### src/rtl/mem_bus_arbiter_pkg.sv
// Shared definitions for the data-RAM bus arbiter: widths, arbitration modes
// and the transaction FSM state encoding.
package mem_bus_arbiter_pkg;

    localparam int ADDR_WIDTH = 16;
    localparam int DATA_WIDTH = 8;

    localparam logic ARB_RR    = 1'b0;
    localparam logic ARB_FIXED = 1'b1;

    typedef enum logic [1:0] {
        ARB_IDLE      = 2'd0,
        ARB_ACCESS    = 2'd1,
        ARB_READ_WAIT = 2'd2
    } arb_state_t;

endpackage

### src/rtl/mem_bus_arbiter_if.sv
// Bus bundle between the two requesters (CPU, UART loader), the arbiter and
// the single-port data RAM.
interface mem_bus_arbiter_if
    import mem_bus_arbiter_pkg::*;
#(
    parameter int ADDR_W = ADDR_WIDTH,
    parameter int DATA_W = DATA_WIDTH
);

    logic              m0_req;
    logic              m0_we;
    logic [ADDR_W-1:0] m0_addr;
    logic [DATA_W-1:0] m0_wdata;
    logic              m0_gnt;
    logic              m0_rvalid;
    logic [DATA_W-1:0] m0_rdata;

    logic              m1_req;
    logic              m1_we;
    logic [ADDR_W-1:0] m1_addr;
    logic [DATA_W-1:0] m1_wdata;
    logic              m1_gnt;
    logic              m1_rvalid;
    logic [DATA_W-1:0] m1_rdata;

    logic              ram_we;
    logic [ADDR_W-1:0] ram_addr;
    logic [DATA_W-1:0] ram_wdata;
    logic [DATA_W-1:0] ram_rdata;

    // Arbiter side: consumes requests and RAM read data, drives grants and RAM controls.
    modport slave (
        input  m0_req, m0_we, m0_addr, m0_wdata,
        output m0_gnt, m0_rvalid, m0_rdata,
        input  m1_req, m1_we, m1_addr, m1_wdata,
        output m1_gnt, m1_rvalid, m1_rdata,
        output ram_we, ram_addr, ram_wdata,
        input  ram_rdata
    );

    modport master (
        output m0_req, m0_we, m0_addr, m0_wdata,
        input  m0_gnt, m0_rvalid, m0_rdata,
        output m1_req, m1_we, m1_addr, m1_wdata,
        input  m1_gnt, m1_rvalid, m1_rdata,
        input  ram_we, ram_addr, ram_wdata,
        output ram_rdata
    );

endinterface

### src/rtl/mem_bus_arbiter_rr_arbiter2.sv
// Combinational two-way grant: round-robin on last_owner, or fixed priority
// to requester 0. At most one grant, and none while i_en is low.
module rr_arbiter2
    import mem_bus_arbiter_pkg::*;
#(
    parameter logic ARB_MODE = ARB_RR
) (
    input  logic i_en,
    input  logic i_req0,
    input  logic i_req1,
    input  logic i_last_owner,
    output logic o_gnt0,
    output logic o_gnt1
);

    // Grant selection; a tie in round-robin mode goes to whoever did not own the bus last.
    always_comb begin
        o_gnt0 = 1'b0;
        o_gnt1 = 1'b0;
        if (i_en) begin
            if (i_req0 && i_req1) begin
                if (ARB_MODE == ARB_FIXED) begin
                    o_gnt0 = 1'b1;
                end else if (i_last_owner) begin
                    o_gnt0 = 1'b1;
                end else begin
                    o_gnt1 = 1'b1;
                end
            end else if (i_req0) begin
                o_gnt0 = 1'b1;
            end else if (i_req1) begin
                o_gnt1 = 1'b1;
            end else begin
                o_gnt0 = 1'b0;
                o_gnt1 = 1'b0;
            end
        end else begin
            o_gnt0 = 1'b0;
            o_gnt1 = 1'b0;
        end
    end

endmodule

### src/rtl/mem_bus_arbiter.sv
// Shares the single-port data RAM between the CPU (master 0) and the UART
// monitor/loader (master 1), one transaction in flight at a time.
module mem_bus_arbiter
    import mem_bus_arbiter_pkg::*;
#(
    parameter int   ADDR_W   = ADDR_WIDTH,
    parameter int   DATA_W   = DATA_WIDTH,
    parameter logic ARB_MODE = ARB_RR
) (
    input  logic               clk,
    input  logic               reset,
    mem_bus_arbiter_if.slave   bus,
    output logic               busy
);

    arb_state_t        r_state;
    arb_state_t        w_state_nxt;
    logic              r_owner;
    logic              r_last_owner;
    logic              r_we;
    logic [ADDR_W-1:0] r_addr;
    logic [DATA_W-1:0] r_wdata;
    logic [DATA_W-1:0] r_m0_rdata;
    logic [DATA_W-1:0] r_m1_rdata;

    logic w_idle;
    logic w_gnt0;
    logic w_gnt1;
    logic w_accept;
    logic w_rd_valid;

    // Reset is gated in so that no grant, write strobe or rvalid escapes in the reset cycle.
    assign w_idle     = (r_state == ARB_IDLE) && !reset;
    assign w_accept   = w_gnt0 || w_gnt1;
    assign w_rd_valid = (r_state == ARB_READ_WAIT) && !reset;

    rr_arbiter2 #(
        .ARB_MODE (ARB_MODE)
    ) u_rr_arbiter2 (
        .i_en         (w_idle),
        .i_req0       (bus.m0_req),
        .i_req1       (bus.m1_req),
        .i_last_owner (r_last_owner),
        .o_gnt0       (w_gnt0),
        .o_gnt1       (w_gnt1)
    );

    // Transaction FSM next state: ACCESS and READ_WAIT each last exactly one cycle.
    always_comb begin
        w_state_nxt = r_state;
        case (r_state)
            ARB_IDLE: begin
                if (w_accept) begin
                    w_state_nxt = ARB_ACCESS;
                end else begin
                    w_state_nxt = ARB_IDLE;
                end
            end
            ARB_ACCESS: begin
                if (r_we) begin
                    w_state_nxt = ARB_IDLE;
                end else begin
                    w_state_nxt = ARB_READ_WAIT;
                end
            end
            ARB_READ_WAIT: w_state_nxt = ARB_IDLE;
            default:       w_state_nxt = ARB_IDLE;
        endcase
    end

    // State register plus the request latch captured on the accept edge.
    always_ff @(posedge clk) begin
        if (reset) begin
            r_state      <= ARB_IDLE;
            r_owner      <= 1'b0;
            r_last_owner <= 1'b1;
            r_we         <= 1'b0;
            r_addr       <= {ADDR_W{1'b0}};
            r_wdata      <= {DATA_W{1'b0}};
        end else begin
            r_state <= w_state_nxt;
            if (w_accept) begin
                r_owner      <= w_gnt1;
                r_last_owner <= w_gnt1;
                r_we         <= w_gnt1 ? bus.m1_we    : bus.m0_we;
                r_addr       <= w_gnt1 ? bus.m1_addr  : bus.m0_addr;
                r_wdata      <= w_gnt1 ? bus.m1_wdata : bus.m0_wdata;
            end
        end
    end

    // Per-master read data holds until that master's next rvalid.
    always_ff @(posedge clk) begin
        if (reset) begin
            r_m0_rdata <= {DATA_W{1'b0}};
            r_m1_rdata <= {DATA_W{1'b0}};
        end else if (r_state == ARB_READ_WAIT) begin
            if (r_owner) begin
                r_m1_rdata <= bus.ram_rdata;
            end else begin
                r_m0_rdata <= bus.ram_rdata;
            end
        end
    end

    // Bus outputs; RAM address/data simply follow the latch, so they hold outside ACCESS.
    always_comb begin
        bus.m0_gnt    = w_gnt0;
        bus.m1_gnt    = w_gnt1;
        bus.m0_rvalid = w_rd_valid && !r_owner;
        bus.m1_rvalid = w_rd_valid && r_owner;
        if (w_rd_valid && !r_owner) begin
            bus.m0_rdata = bus.ram_rdata;
        end else begin
            bus.m0_rdata = r_m0_rdata;
        end
        if (w_rd_valid && r_owner) begin
            bus.m1_rdata = bus.ram_rdata;
        end else begin
            bus.m1_rdata = r_m1_rdata;
        end
        bus.ram_we    = (r_state == ARB_ACCESS) && r_we && !reset;
        bus.ram_addr  = r_addr;
        bus.ram_wdata = r_wdata;
        busy          = (r_state != ARB_IDLE);
    end

endmodule

### src/flat_wrapper.sv
// flat-port wrapper written by rule: the top's interface ports become plain ports
module mem_bus_arbiter_flat import mem_bus_arbiter_pkg::*;
#(
    parameter int   ADDR_W   = ADDR_WIDTH,
    parameter int   DATA_W   = DATA_WIDTH,
    parameter logic ARB_MODE = ARB_RR
)
  (clk, reset, busy, bus_m0_req, bus_m0_we, bus_m0_addr, bus_m0_wdata, bus_m0_gnt, bus_m0_rvalid, bus_m0_rdata, bus_m1_req, bus_m1_we, bus_m1_addr, bus_m1_wdata, bus_m1_gnt, bus_m1_rvalid, bus_m1_rdata, bus_ram_we, bus_ram_addr, bus_ram_wdata, bus_ram_rdata);
  mem_bus_arbiter_if #(.ADDR_W(ADDR_W), .DATA_W(DATA_W)) bus_i ();
  input  logic clk;
  input  logic reset;
  output logic busy;
  input wire logic [$bits(bus_i.m0_req)-1:0] bus_m0_req;
  input wire logic [$bits(bus_i.m0_we)-1:0] bus_m0_we;
  input wire logic [$bits(bus_i.m0_addr)-1:0] bus_m0_addr;
  input wire logic [$bits(bus_i.m0_wdata)-1:0] bus_m0_wdata;
  output wire logic [$bits(bus_i.m0_gnt)-1:0] bus_m0_gnt;
  output wire logic [$bits(bus_i.m0_rvalid)-1:0] bus_m0_rvalid;
  output wire logic [$bits(bus_i.m0_rdata)-1:0] bus_m0_rdata;
  input wire logic [$bits(bus_i.m1_req)-1:0] bus_m1_req;
  input wire logic [$bits(bus_i.m1_we)-1:0] bus_m1_we;
  input wire logic [$bits(bus_i.m1_addr)-1:0] bus_m1_addr;
  input wire logic [$bits(bus_i.m1_wdata)-1:0] bus_m1_wdata;
  output wire logic [$bits(bus_i.m1_gnt)-1:0] bus_m1_gnt;
  output wire logic [$bits(bus_i.m1_rvalid)-1:0] bus_m1_rvalid;
  output wire logic [$bits(bus_i.m1_rdata)-1:0] bus_m1_rdata;
  output wire logic [$bits(bus_i.ram_we)-1:0] bus_ram_we;
  output wire logic [$bits(bus_i.ram_addr)-1:0] bus_ram_addr;
  output wire logic [$bits(bus_i.ram_wdata)-1:0] bus_ram_wdata;
  input wire logic [$bits(bus_i.ram_rdata)-1:0] bus_ram_rdata;
  assign bus_i.m0_req = bus_m0_req;
  assign bus_i.m0_we = bus_m0_we;
  assign bus_i.m0_addr = bus_m0_addr;
  assign bus_i.m0_wdata = bus_m0_wdata;
  assign bus_m0_gnt = bus_i.m0_gnt;
  assign bus_m0_rvalid = bus_i.m0_rvalid;
  assign bus_m0_rdata = bus_i.m0_rdata;
  assign bus_i.m1_req = bus_m1_req;
  assign bus_i.m1_we = bus_m1_we;
  assign bus_i.m1_addr = bus_m1_addr;
  assign bus_i.m1_wdata = bus_m1_wdata;
  assign bus_m1_gnt = bus_i.m1_gnt;
  assign bus_m1_rvalid = bus_i.m1_rvalid;
  assign bus_m1_rdata = bus_i.m1_rdata;
  assign bus_ram_we = bus_i.ram_we;
  assign bus_ram_addr = bus_i.ram_addr;
  assign bus_ram_wdata = bus_i.ram_wdata;
  assign bus_i.ram_rdata = bus_ram_rdata;
  mem_bus_arbiter #(.ADDR_W(ADDR_W), .DATA_W(DATA_W), .ARB_MODE(ARB_MODE)) u_core (.clk(clk), .reset(reset), .bus(bus_i), .busy(busy));
endmodule
### config.mk
export PLATFORM = sky130hd
export DESIGN_NAME = mem_bus_arbiter_flat
export DESIGN_NICKNAME = d
export VERILOG_FILES = /design/src/rtl/mem_bus_arbiter_pkg.sv /design/src/rtl/mem_bus_arbiter_if.sv /design/src/rtl/mem_bus_arbiter_rr_arbiter2.sv /design/src/rtl/mem_bus_arbiter.sv /design/src/flat_wrapper.sv
export SDC_FILE = /design/constraint.sdc
export NUM_CORES = 1
export LEC_CHECK = 0
export CAP_MARGIN = 10
export CORE_ASPECT_RATIO = 0.6
export CORE_MARGIN = 2
export CORE_UTILIZATION = 29
export CTS_CLUSTER_DIAMETER = 120
export DETAILED_ROUTE_END_ITERATION = 16
export GPL_ROUTABILITY_DRIVEN = 0
export PLACE_DENSITY_LB_ADDON = 0.05
export SKIP_CTS_REPAIR_TIMING = 1
export SYNTH_ARGS = -nofsm -noshare
export SYNTH_HDL_FRONTEND = slang
export SYNTH_HIERARCHICAL = 1
export SYNTH_SLANG_ARGS = --single-unit
### constraint.sdc
create_clock -name clk -period 3.2 [get_ports clk]
set_clock_uncertainty 0.05 [all_clocks]
set_input_delay 0.32 -clock clk [delete_from_list [all_inputs] [get_ports clk]]
set_output_delay 0.32 -clock clk [all_outputs]
set_load 0.02 [all_outputs]
==> reports/metrics.csv <==
metric,value,unit
ys_seq_elements,45,
syn_to_final_growth,63.3,%
grt_pass1_vias,1849,
ir_worst_vdd,0.241,mV
post-route-util,48.8,%
synth_flop_cell,dfxtp_1,
drv_cap,0,
ys_types,28,
synth_edf_count,0,
num_rows,24,
fmaxAchievable,0.380,GHz
post-dp-hpwl,4430,µm
end_kind,primary output,
arrival,2.26,ns
nNetsFinal,379,
reg2reg_to,u_core/bus.ram_addr[6]$_SDFFE_PP0P_,
yosysSeqAreaShare,41.7,%
grt_max_degree,34,
cts_buffers,5,
vias,1909,
synth_nets,277,
rsz0062_at_grt,false,
grt_pass1_wl,9910,µm
finalHoldViolations,0,
ant_nets,0,
wl_per_cell,14.7,µm
start_kind,flip-flop,
drive_above_1_share,11.3,%
dr.pass1.iters,4,
die_w,115,µm
drt_iter0_markers,67,
avgSynthCellArea,10.1,µm²
period_share,82.2,%
finalSetupViolCount,0,
p_total,1.61,mW
grt-ovfl-total,0,
insertion_delay,0.29,ns
synthArstFlopShare,0,%
cp_max_fo,17,
max_slew_margin,68.4,%
cts_root_buf,clkbuf_16,
grt_usage,15.5,%
h-tree-depth,2,
io_pins,108,
antenna_found_initial,0,
drt_wl_total,6210,µm
powerDensity,455,nW/µm²
viasPerCell,4.52,
status,"complete, no violations",
holdWs,0.382,ns
initial_core_util,29.9,%
worst_pin_slew,0.474,ns
reg2reg_depth,7,
diodes,0,
core-area,7240,µm²
die_area,8180,µm²
cts_tree,yes,
slew_viol_final,0,
hold_end,u_core/r_owner$_SDFFE_PP0P_,
period_needed,2.63,ns
clock-sinks,45,
fp.dieH,70.9,µm
p_leak,1.32,nW
r2r_slack,1.14,ns
io_buffers,107,
worst-endpoint-required,2.83,ns
min-delay-start,reset,
clk_pin_slew,0.07,ns
hold_path_depth,2,
ys_warn_count,6,
critPathKind,flip-flop to primary output,
cts.path.max_buffers,2,
hold_class,input port to flip-flop,
drc,0,
rr_startpoint,u_core/r_state[0]$_SDFF_PP0_,
synthCells,215,
finalSetupTns,0,ns
syn_area,2160,µm²
==> cells in the mapped netlist (all sizes together) (2+ instances only) <==
cell type	count	share of area (%)
nor2b	41	12
a21oi	3	0.69
a211oi	25	8.7
nor4bb	2	0.93
mux2i	25	12
clkbuf	8	1.4
o2bb2ai	8	3.2
nand2	2	0.35
dfxtp	45	42
buf	10	2.5
mux2	16	8.5
inv	11	1.9
a22o	8	3.2
==> worst max-delay path by stage <==
stage	from	endpoint	slack, ns	cells after the start
4_1_cts	u_core/r_state[1]$_SDFF_PP0_	bus_m0_rdata[7]	0.58	4
2_1_floorplan	reset	u_core/bus.ram_addr[15]$_SDFFE_PP0P_	0.72	9
3_5_place_dp	reset	bus_m0_rdata[7]	0.76	5
6_report	u_core/r_state[1]$_SDFF_PP0_	bus_m0_rdata[7]	0.57	4
5_1_grt	u_core/r_state[1]$_SDFF_PP0_	bus_m0_rdata[5]	0.48	4
3_3_place_gp	reset	bus_m0_rdata[6]	0.76	5
==> routing by layer <==
| metal | track usage (%) | part of all wire (%) | up-vias |
|---|---|---|---|
| met1 | 24.3 | 53 | 871 |
| li1 | - | - | 972 |
| met2 | 20.9 | 40 | 61 |
| met3 | 4.37 | 6.3 | 5 |
| met4 | 3.21 | 0.76 | 0 |
| met5 | 0 | 0 | - |
==> critical path: stages (launching register included) <==
cell and delay, ns:
dfxtp_1 0.45, or4b_1 0.45, buf_4 0.21, mux2_2 0.25
clkdlybuf4s50_1 0.60
==> area by class of cell <==
| type | instances | area [µm²] |
|---|---|---|
| clock inverters | 3 | 65.1 |
| inverters | 12 | 45.0 |
| flip-flops and latches | 45 | 901 |
| clock buffers | 5 | 125 |
| multi-input cells | 140 | 1150 |
| repair buffers | 113 | 1110 |
| fillers | 686 | 3710 |
| well taps | 104 | 130 |
==> flip-flops by register name, indices dropped and copies added, names as in the netlist <==
| register | count |
|---|---|
| u_core/bus.ram_wdata | 8 |
| u_core/r_last_owner | 1 |
| u_core/r_we | 1 |
| u_core/r_state | 2 |
| u_core/bus.ram_addr | 16 |
| u_core/r_m0_rdata | 8 |
| u_core/r_owner | 1 |
| u_core/r_m1_rdata | 8 |
==> placed cells by master, fill, tap and decap left out, types with 5 or more instances in the layout <==
| cell type | instances |
|---|---|
| buf_4 | 6 |
| mux2i_1 | 25 |
| o2bb2ai_1 | 8 |
| dfxtp_1 | 45 |
| clkbuf_16 | 5 |
| a22o_1 | 8 |
| a211oi_1 | 25 |
| clkdlybuf4s50_1 | 106 |
| inv_1 | 11 |
| mux2_2 | 15 |
| nor2b_1 | 41 |
==> metrics by stage <==
step | instance area, µm² | instances | worst slack, ns
global placement | 3340 | 414 | 0.762
floorplan | 2160 | 215 | 0.718
global route | 3530 | 422 | 0.476
detailed placement | 3340 | 414 | 0.756
CTS | 3530 | 422 | 0.577
finish | 3530 | 422 | 0.568
==> report_power, final <==
group	internal, mW	leakage [nW]	switching [mW]
Clock	0.446	0.0938	0.222
Sequential	0.596	0.368	0.0210
Combinational	0.181	0.858	0.141
==> logic make-up after synthesis <==
family	count (synthesis)	synth area share [%]
and+or+nand+nor	53	15.8
AOI/OAI and AO/OA	46	16.4
DFF	45	41.7
muxes	41	20.1
buffers and inverters	30	6.02
Note: power is estimated with default switching activity, not from simulation.
